File: config.mk
export PLATFORM = sky130hd
export DESIGN_NAME = clock_period_meter
export DESIGN_NICKNAME = d
export VERILOG_FILES = /design/src/rtl/clock_period_meter.sv
export SDC_FILE = /design/constraint.sdc
export NUM_CORES = 1
export LEC_CHECK = 0
export BUFFER_PORTS_ARGS = -buffer_cell sky130_fd_sc_hd__buf_2
export CAP_MARGIN = 25
export CORE_MARGIN = 2
export CORE_UTILIZATION = 57
export DETAILED_ROUTE_END_ITERATION = 8
export PLACE_DENSITY = 0.8
export SLEW_MARGIN = 10
export SYNTH_ARGS = -nofsm -noshare
export SYNTH_HDL_FRONTEND = slang
export SYNTH_SLANG_ARGS = --single-unit
File: constraint.sdc
create_clock -name clock_in -period 3.7 [get_ports clock_in]
set_clock_uncertainty 0.1 [all_clocks]
set_input_delay 0.37 -clock clock_in [delete_from_list [all_inputs] [get_ports clock_in]]
set_output_delay 0.37 -clock clock_in [all_outputs]
set_load 0.01 [all_outputs]
File: src/rtl/clock_period_meter.sv
// Measures period and high time of a slow signal in clock_in cycles.
// Latency: edge detection 1 cycle (3 with CLOCK_METER_SYNC_EN); results registered 1 cycle after the terminating rise or timeout.
// Backpressure: none; start is ignored while busy, results held until the next accepted start or reset.
module clock_period_meter #(
   parameter int unsigned             COUNT_WIDTH    = 28,
   parameter logic [COUNT_WIDTH-1:0]  TIMEOUT_CYCLES = 28'd100000000
) (
   input  logic                   clock_in,
   input  logic                   reset,
   input  logic                   signal_in,
   input  logic                   start,
   output logic                   busy,
   output logic                   done,
   output logic                   timeout,
   output logic [COUNT_WIDTH-1:0] period,
   output logic [COUNT_WIDTH-1:0] high_time
);

   typedef enum logic [2:0] {
      ST_IDLE      = 3'd0,
      ST_WAIT_RISE = 3'd1,
      ST_MEAS_HIGH = 3'd2,
      ST_MEAS_LOW  = 3'd3,
      ST_DONE      = 3'd4
   } state_t;

   state_t                 state_q, state_d;
   logic [COUNT_WIDTH-1:0] cnt_q, cnt_d;
   logic [COUNT_WIDTH-1:0] period_q, period_d;
   logic [COUNT_WIDTH-1:0] high_q, high_d;
   logic                   timeout_q, timeout_d;
   logic                   busy_q, busy_d;
   logic                   done_q, done_d;
   logic                   s_q, s_dly_q;
   logic                   samp_src;
   logic                   rise, fall;
   logic                   at_limit;
   logic [COUNT_WIDTH-1:0] cnt_inc;

`ifdef CLOCK_METER_SYNC_EN
   logic sync1_q, sync2_q;

   // Two-flop synchronizer for inputs that are asynchronous to clock_in.
   always_ff @(posedge clock_in) begin
      if (reset) begin
         sync1_q <= 1'b0;
         sync2_q <= 1'b0;
      end else begin
         sync1_q <= signal_in;
         sync2_q <= sync1_q;
      end
   end

   assign samp_src = sync2_q;
`else
   assign samp_src = signal_in;
`endif

   // Sample the input and keep a one-cycle-delayed copy for edge detection.
   always_ff @(posedge clock_in) begin
      if (reset) begin
         s_q     <= 1'b0;
         s_dly_q <= 1'b0;
      end else begin
         s_q     <= samp_src;
         s_dly_q <= s_q;
      end
   end

   assign rise    = s_q & ~s_dly_q;
   assign fall    = ~s_q & s_dly_q;
   assign cnt_inc = cnt_q + {{(COUNT_WIDTH-1){1'b0}}, 1'b1};
   // >= rather than == so a fall landing exactly on the limit cannot let cnt run past it and wrap.
   assign at_limit = (cnt_q >= TIMEOUT_CYCLES);

   // State and datapath register update.
   always_ff @(posedge clock_in) begin
      if (reset) begin
         state_q   <= ST_IDLE;
         cnt_q     <= '0;
         period_q  <= '0;
         high_q    <= '0;
         timeout_q <= 1'b0;
         busy_q    <= 1'b0;
         done_q    <= 1'b0;
      end else begin
         state_q   <= state_d;
         cnt_q     <= cnt_d;
         period_q  <= period_d;
         high_q    <= high_d;
         timeout_q <= timeout_d;
         busy_q    <= busy_d;
         done_q    <= done_d;
      end
   end

   // Next-state, counter and result logic; exit events take priority over the timeout.
   always_comb begin
      state_d   = state_q;
      cnt_d     = cnt_q;
      period_d  = period_q;
      high_d    = high_q;
      timeout_d = timeout_q;
      case (state_q)
         ST_IDLE, ST_DONE: begin
            if (start) begin
               state_d   = ST_WAIT_RISE;
               cnt_d     = '0;
               timeout_d = 1'b0;
            end
         end
         ST_WAIT_RISE: begin
            if (rise) begin
               state_d = ST_MEAS_HIGH;
               cnt_d   = {{(COUNT_WIDTH-1){1'b0}}, 1'b1};
            end else if (at_limit) begin
               state_d   = ST_DONE;
               timeout_d = 1'b1;
               period_d  = '0;
               high_d    = '0;
            end else begin
               cnt_d = cnt_inc;
            end
         end
         ST_MEAS_HIGH: begin
            if (fall) begin
               state_d = ST_MEAS_LOW;
               high_d  = cnt_q;
               cnt_d   = cnt_inc;
            end else if (at_limit) begin
               state_d   = ST_DONE;
               timeout_d = 1'b1;
               period_d  = '0;
               high_d    = '0;
            end else begin
               cnt_d = cnt_inc;
            end
         end
         ST_MEAS_LOW: begin
            if (rise) begin
               state_d  = ST_DONE;
               period_d = cnt_q;
            end else if (at_limit) begin
               state_d   = ST_DONE;
               timeout_d = 1'b1;
               period_d  = '0;
               high_d    = '0;
            end else begin
               cnt_d = cnt_inc;
            end
         end
         default: begin
            state_d = ST_IDLE;
         end
      endcase
      busy_d = (state_d == ST_WAIT_RISE) || (state_d == ST_MEAS_HIGH) ||
               (state_d == ST_MEAS_LOW);
      done_d = (state_d == ST_DONE);
   end

   assign busy      = busy_q;
   assign done      = done_q;
   assign timeout   = timeout_q;
   assign period    = period_q;
   assign high_time = high_q;

endmodule

==> results of run 1 <==
-- registers in the layout, summed over array words and instances (netlist names) --
signal,cells
busy,1
cnt_q,28
done,1
high_time,28
period,28
s_dly_q,1
s_q,1
state_q,3
timeout,1
-- kinds of logic after synthesis --
group / after synthesis
compound gates: 153
buf+inv: 46
fa+ha+maj: 2
simple gates: 167
flops: 92
-- Yosys cell counts, drive strengths merged, types with 4 or more instances --
master   n  area, um^2
dfxtp   92        1840
nor2    78         293
a22oi   57         428
clkbuf  28         108
a21oi   27         139
nand2   18        67.6
nand3   13        70.1
a211oi  11        82.6
buf     11        82.6
and3     9        56.3
nor3     9        50.1
o21ai    9        45.0
a31oi    7        43.8
inv      7        26.3
o31ai    7        80.1
a311oi   6        52.6
nand2b   6        37.5
nand4    6        37.5
a21o     5        37.5
o211ai   5        42.5
or3      4        25.0
-- worst max path at each step --
| stage | from | endpoint | depth (start not counted) |
|---|---|---|---|
| final | cnt_q[0] | cnt_q[24] | 7 |
| after global routing | cnt_q[0] | cnt_q[24] | 7 |
| after CTS | cnt_q[11] | cnt_q[8] | 6 |
| after global placement | cnt_q[11] | cnt_q[8] | 6 |
| after floorplan | cnt_q[1] | cnt_q[26] | 8 |
| after detailed placement | cnt_q[0] | cnt_q[26] | 7 |
-- power by group --
part	internal (W)	leakage, nW	switching (W)
combinational	0.0000268	0.914	0.0000775
sequential	0.000995	0.742	0.0000102
clock	0.000337	0.104	0.000373
-- cell type report --
class                   count  area, um^2
fillers                   571        2280
repair buffers             69         363
inverters                   7        26.3
clock buffers              10         138
multi-input cells         322        2000
clock inverters             6        68.8
flip-flops and latches     92        1840
well taps                  96         120
-- per-layer routing --
layer	part of all wire	GRT usage	vias to the layer above
li1	-	-	1797
met1	0.44	0.419	1842
met2	0.45	0.443	192
met3	0.071	0.0485	38
met4	0.031	0.142	0
met5	0	0	-
-- stage by stage --
step                      hold WS, ps  total power, W  setup slack, ps  area (um^2)
final                             118         0.00182             1010         4550
after global routing              144         0.00187              830         4550
after CTS                         113         0.00182             1080         4550
after detailed placement          381         0.00113             1120         4350
after global placement            376         0.00113             1190         4350
after floorplan                   378         0.00110             1510         4050
==> flow_summary.ini, run 1 <==
[status]
status = complete, no violations

[timing]
max_freq_ghz = 0.372
worst_slew_pin_slew_ps = 801
setup_violations = 0
fin_tns_setup_ps = 0
min_period_over_period = 0.727
rsz0062_at_grt = no
max-slew-margin-rel = 0.466
slew_viol_final = 0
hold_viol = 0
min_period_ps = 2690

[grt]
antenna_found_initial = 0
grt_pass1_vias = 3430
grt_pass1_wl_um = 17800
grtUsageTotal = 0.296
grt_max_degree = 64
grt-ovfl-total = 0

[cts]
path_clk_slew_ps = 90
clock_latency_ps = 360
cts-resized-gates = 0
postCtsSetupBuffers = 0
numClockSinks = 92
numCtsBuffers = 9
hold_buffers = 0
cts_root_buffer = clkbuf_8
cts.path.max_buffers = 2
cts_max_level = 3
cts_tree = built

[final_layout]
antenna_cells = 0
layout_common_cells = dfxtp_1, nor2_1, buf_2
area_growth_pct = 12.5
drive_gt1_frac = 0.200
finalNonFillerCells = 602
nets = 507
layout_commonest_cell = dfxtp_1
fin_util = 0.667

[synthesis]
synth_area_um2 = 4050
synth_mux_area_frac = 0
synth_xor_xnor_area_share = 0
synth-simple-area-share = 0.206
ys_seq_area_frac = 0.455
synth_edf_count = 0
synth_top_family_by_area = compound AO/OA/AOI/OAI gates
synth_cell_types = 60
synth_warnings = 0
synth-seq-cells = 92
synth_compound_area_frac = 0.279
syn_nets = 466
ys.flop_type = dfxtp_1
synth_cells = 460
synth_fa_ha_area_frac = 0.00618
ys_async_sr_fraction = 0
postSynthAreaPerCell_um2 = 8.80

[critical_path]
end_kind = flop
rr_worst_depth = 7
critical_path_buf_inv_count = 0
path_cells = ha_1 > nand3_1 > or2_0 > nor4_1 > nand2_1 > or4_1 > a21oi_1
crit_type = flop to flop
cp_slowest_cell = nor4_1
timing.rr.end = cnt_q[24]
path_delay_family = simple AND/OR/NAND/NOR gates
crit_fanout = 9
cpPeakStageDelay_ps = 540
r2r-start = cnt_q[0]
r2r_slack_ps = 1010
cp-start-kind = flop
critPathRequiredTime_ps = 3880
arrival_ps = 2870

[die]
dieArea_um2 = 7790
row_count = 30
dieWidth_um = 88.3
dieHeight_um = 88.3
ios = 63
start_util = 0.592
core_area_um2 = 6830

[power]
power_density_nw_per_um2 = 399
ir_drop_v = 0.000330
p_leak_nw = 1.76

[min_path]
min_delay_worst_endpoint = s_q
hold_class = input port to flop
worstHoldPathCells = 2
worstHoldStart = signal_in

[drt]
wl_per_cell_um = 18.5
wl_um = 11200
drtIter0Drc = 394
drt-vias-per-instance = 6.43
first_pass_iters = 5
drc = 0
ant_nets = 0
vias = 3869

[placement]
dpl.hpwl_um = 7230
port_buffers = 62
gp_congestion = 0.927
place_inst = 586

[run]
drv_cap = 0
No activity file was read; power rests on OpenSTA's default activity.
==> run 2: changes to the inputs <==
- ABC_AREA: default -> 1
- PLACE_DENSITY: 0.8 -> 0.79
- clock period: 3.7 -> 2.52 ns (I/O delays scaled with it)
==> run 2 against run 1 <==
Register-to-register slack worse by 820 ps. Flip-flop and latch count stayed put. Maximum frequency up 16%. Final cell count up 36%. Sequential power is 46% higher. Global-route usage decreased by 0.70 points. Hold slack lost 29 ps. Non-clock buffer count rose by 13. Die area grew 9.3%. Synthesized area rose by 9.7%. Count of clock-buffer cells in the layout unchanged. Critical endpoint is now high_time[25].
==> flow_summary.ini, run 2 <==
[status]
status = complete, no violations

[grt]
met3_usage = 0.0460
grt_max_degree = 35
grt_pass1_vias = 4182
met2_usage = 0.508
grt_pass1_wl_um = 19800
top_usage_layer = met2
grtUsageTotal = 0.289
antenna_found_initial = 0
grtUsageMet1 = 0.355
grt-ovfl-total = 0

[critical_path]
critPathRequiredTime_ps = 2710
cp_slowest_cell = o21ai_2
arrival_ps = 2520
path_delay_family = compound AO/OA/AOI/OAI gates
cpPeakStageDelay_ps = 740
crit_fanout = 15
cp-start-kind = flop
crit_top_cell = nand2_1
rr_worst_depth = 10
crit_type = flop to flop
end_kind = flop
worstSetupPathDepth = 10
critical_path_buf_inv_count = 1
path_cells = inv_1 > nand2_1 > nor2_1 > nand2_1 > nand2_1 > nand2_2 > nand3_4 > o21ai_2 > nand2_1 > a21oi_1

[synthesis]
ys_seq_area_frac = 0.415
synth_cell_types = 40
synth_area_um2 = 4440
ys_async_sr_fraction = 0
postSynthAreaPerCell_um2 = 6.82
synth_cells = 651
syn_nets = 657
yosys.area.top_type = dfxtp_1
synth_top_area_share = 0.415
synth_warnings = 0
synthTopCellsByCount = nand2_1, a21oi_1, dfxtp_1
synth.area.top_cells = dfxtp_1, nand2_1, a21oi_1
synth-seq-cells = 92
synth_edf_count = 0
ys.flop_type = dfxtp_1
synth.most_common_cell = nand2_1

[power]
power_density_nw_per_um2 = 532
p_leak_nw = 2.08
ir_drop_v = 0.000371
p_total_w = 0.00270

[placement]
gp_congestion = 0.956
dpl.hpwl_um = 8360
port_buffers = 62

[die]
ios = 63
dieHeight_um = 92.3
dieWidth_um = 92.3
start_util = 0.581
row_count = 32
core_area_um2 = 7650
dieArea_um2 = 8510

[drt]
first_pass_iters = 5
drtIter0Drc = 256
wl_per_cell_um = 14.6
ant_nets = 0
wl_um = 12000
drt-vias-per-instance = 5.44
drc = 0
vias = 4460

[cts]
postCtsSetupBuffers = 0
cts_tree = built
path_clk_slew_ps = 90
clock_latency_ps = 370
numClockSinks = 92
numCtsBuffers = 9
cts_root_buffer = clkbuf_8
cts_max_level = 3
cts.path.max_buffers = 2

[timing]
rsz0062_at_grt = no
max-slew-margin-rel = 0.451
setup_violations = 0
worst_slew_pin_slew_ps = 824
fin_tns_setup_ps = 0
min_period_ps = 2330
max_freq_ghz = 0.430
min_period_over_period = 0.923
slew_viol_final = 0
hold_viol = 0

[final_layout]
antenna_cells = 0
layout_commonest_cell = nand2_1
fin_util = 0.663
layout_common_cells = nand2_1, a21oi_1, dfxtp_1
nets = 719
area_growth_pct = 14.2
drive_gt1_frac = 0.187

[run]
drv_cap = 0

[min_path]
hold_class = input port to flop
worstHoldPathCells = 4
==> run 2: changes by cell type after synthesis, moves of 9 or more <==
cell,change
and3_1,-9
nor2_1,-19
nand2_2,+10
nand2_1,+197
a211oi_1,-11
a22oi_1,-56
inv_1,+47
a21oi_1,+66
clkbuf_1,-11
==> run 2: logic make-up after synthesis <==
| group | after synthesis | share of synthesized area |
|---|---|---|
| xor+xnor | 1 | 0.00197 |
| simple gates | 336 | 0.327 |
| buf+inv | 92 | 0.0935 |
| fa+ha+maj | 2 | 0.00563 |
| flops | 92 | 0.415 |
| compound gates | 128 | 0.157 |
==> run 2: worst paths after layout <==
check / start / to / slack, ps
worst max-delay path: cnt_q[17] / high_time[25] / 190
worst min-delay path: start / timeout / 90
worst max register to register: cnt_q[17] / high_time[25] / 190
worst min register to register: period[16] / period[16] / 360
==> run 2: worst reg2reg max path, cell delays in order (launching register included) <==
cell and delay [ps]:
dfxtp_1 480, inv_1 110, nand2_1 70, nor2_1 40, nand2_1 50, nand2_1 60, nand2_2 100, nand3_4 220
o21ai_2 740, nand2_1 120, a21oi_1 160
==> run 2: layer usage <==
| layer | routed length (um) | part of all wire | vias to the layer above |
|---|---|---|---|
| li1 | - | - | 2201 |
| met1 | 5040 | 0.42 | 2053 |
| met2 | 5910 | 0.49 | 174 |
| met3 | 703 | 0.059 | 32 |
| met4 | 328 | 0.027 | 0 |
| met5 | 0 | 0 | - |
==> run 2: final cells by class <==
cell class | count | area [um^2]
clock buffers | 10 | 138
repair buffers | 82 | 475
clock inverters | 6 | 71.3
fillers | 701 | 2570
well taps | 102 | 128
multi-input cells | 468 | 2190
inverters | 60 | 225
flip-flops and latches | 92 | 1840
==> run 2: power breakdown <==
part	internal, W	switching (W)
Combinational	0.0000567	0.000138
Clock	0.000492	0.000548
Sequential	0.00146	0.00000561
==> run 2: through the flow <==
stage / cells / setup WS, ps / hold WS [ps] / area [um^2]
after global routing: 820 / 24.8 / 109 / 5070
final: 820 / 195 / 88.2 / 5070
after CTS: 819 / 220 / 82.2 / 5060
after floorplan: 651 / 682 / 259 / 4440
after global placement: 802 / 285 / 340 / 4840
after detailed placement: 802 / 263 / 350 / 4840
==> run 2: what timing repair did <==
action	4_1_cts	5_1_grt
endpoints found under the hold margin	1	0
resized for setup	0	0
hold buffers	1	0
setup endpoints to repair	0	7
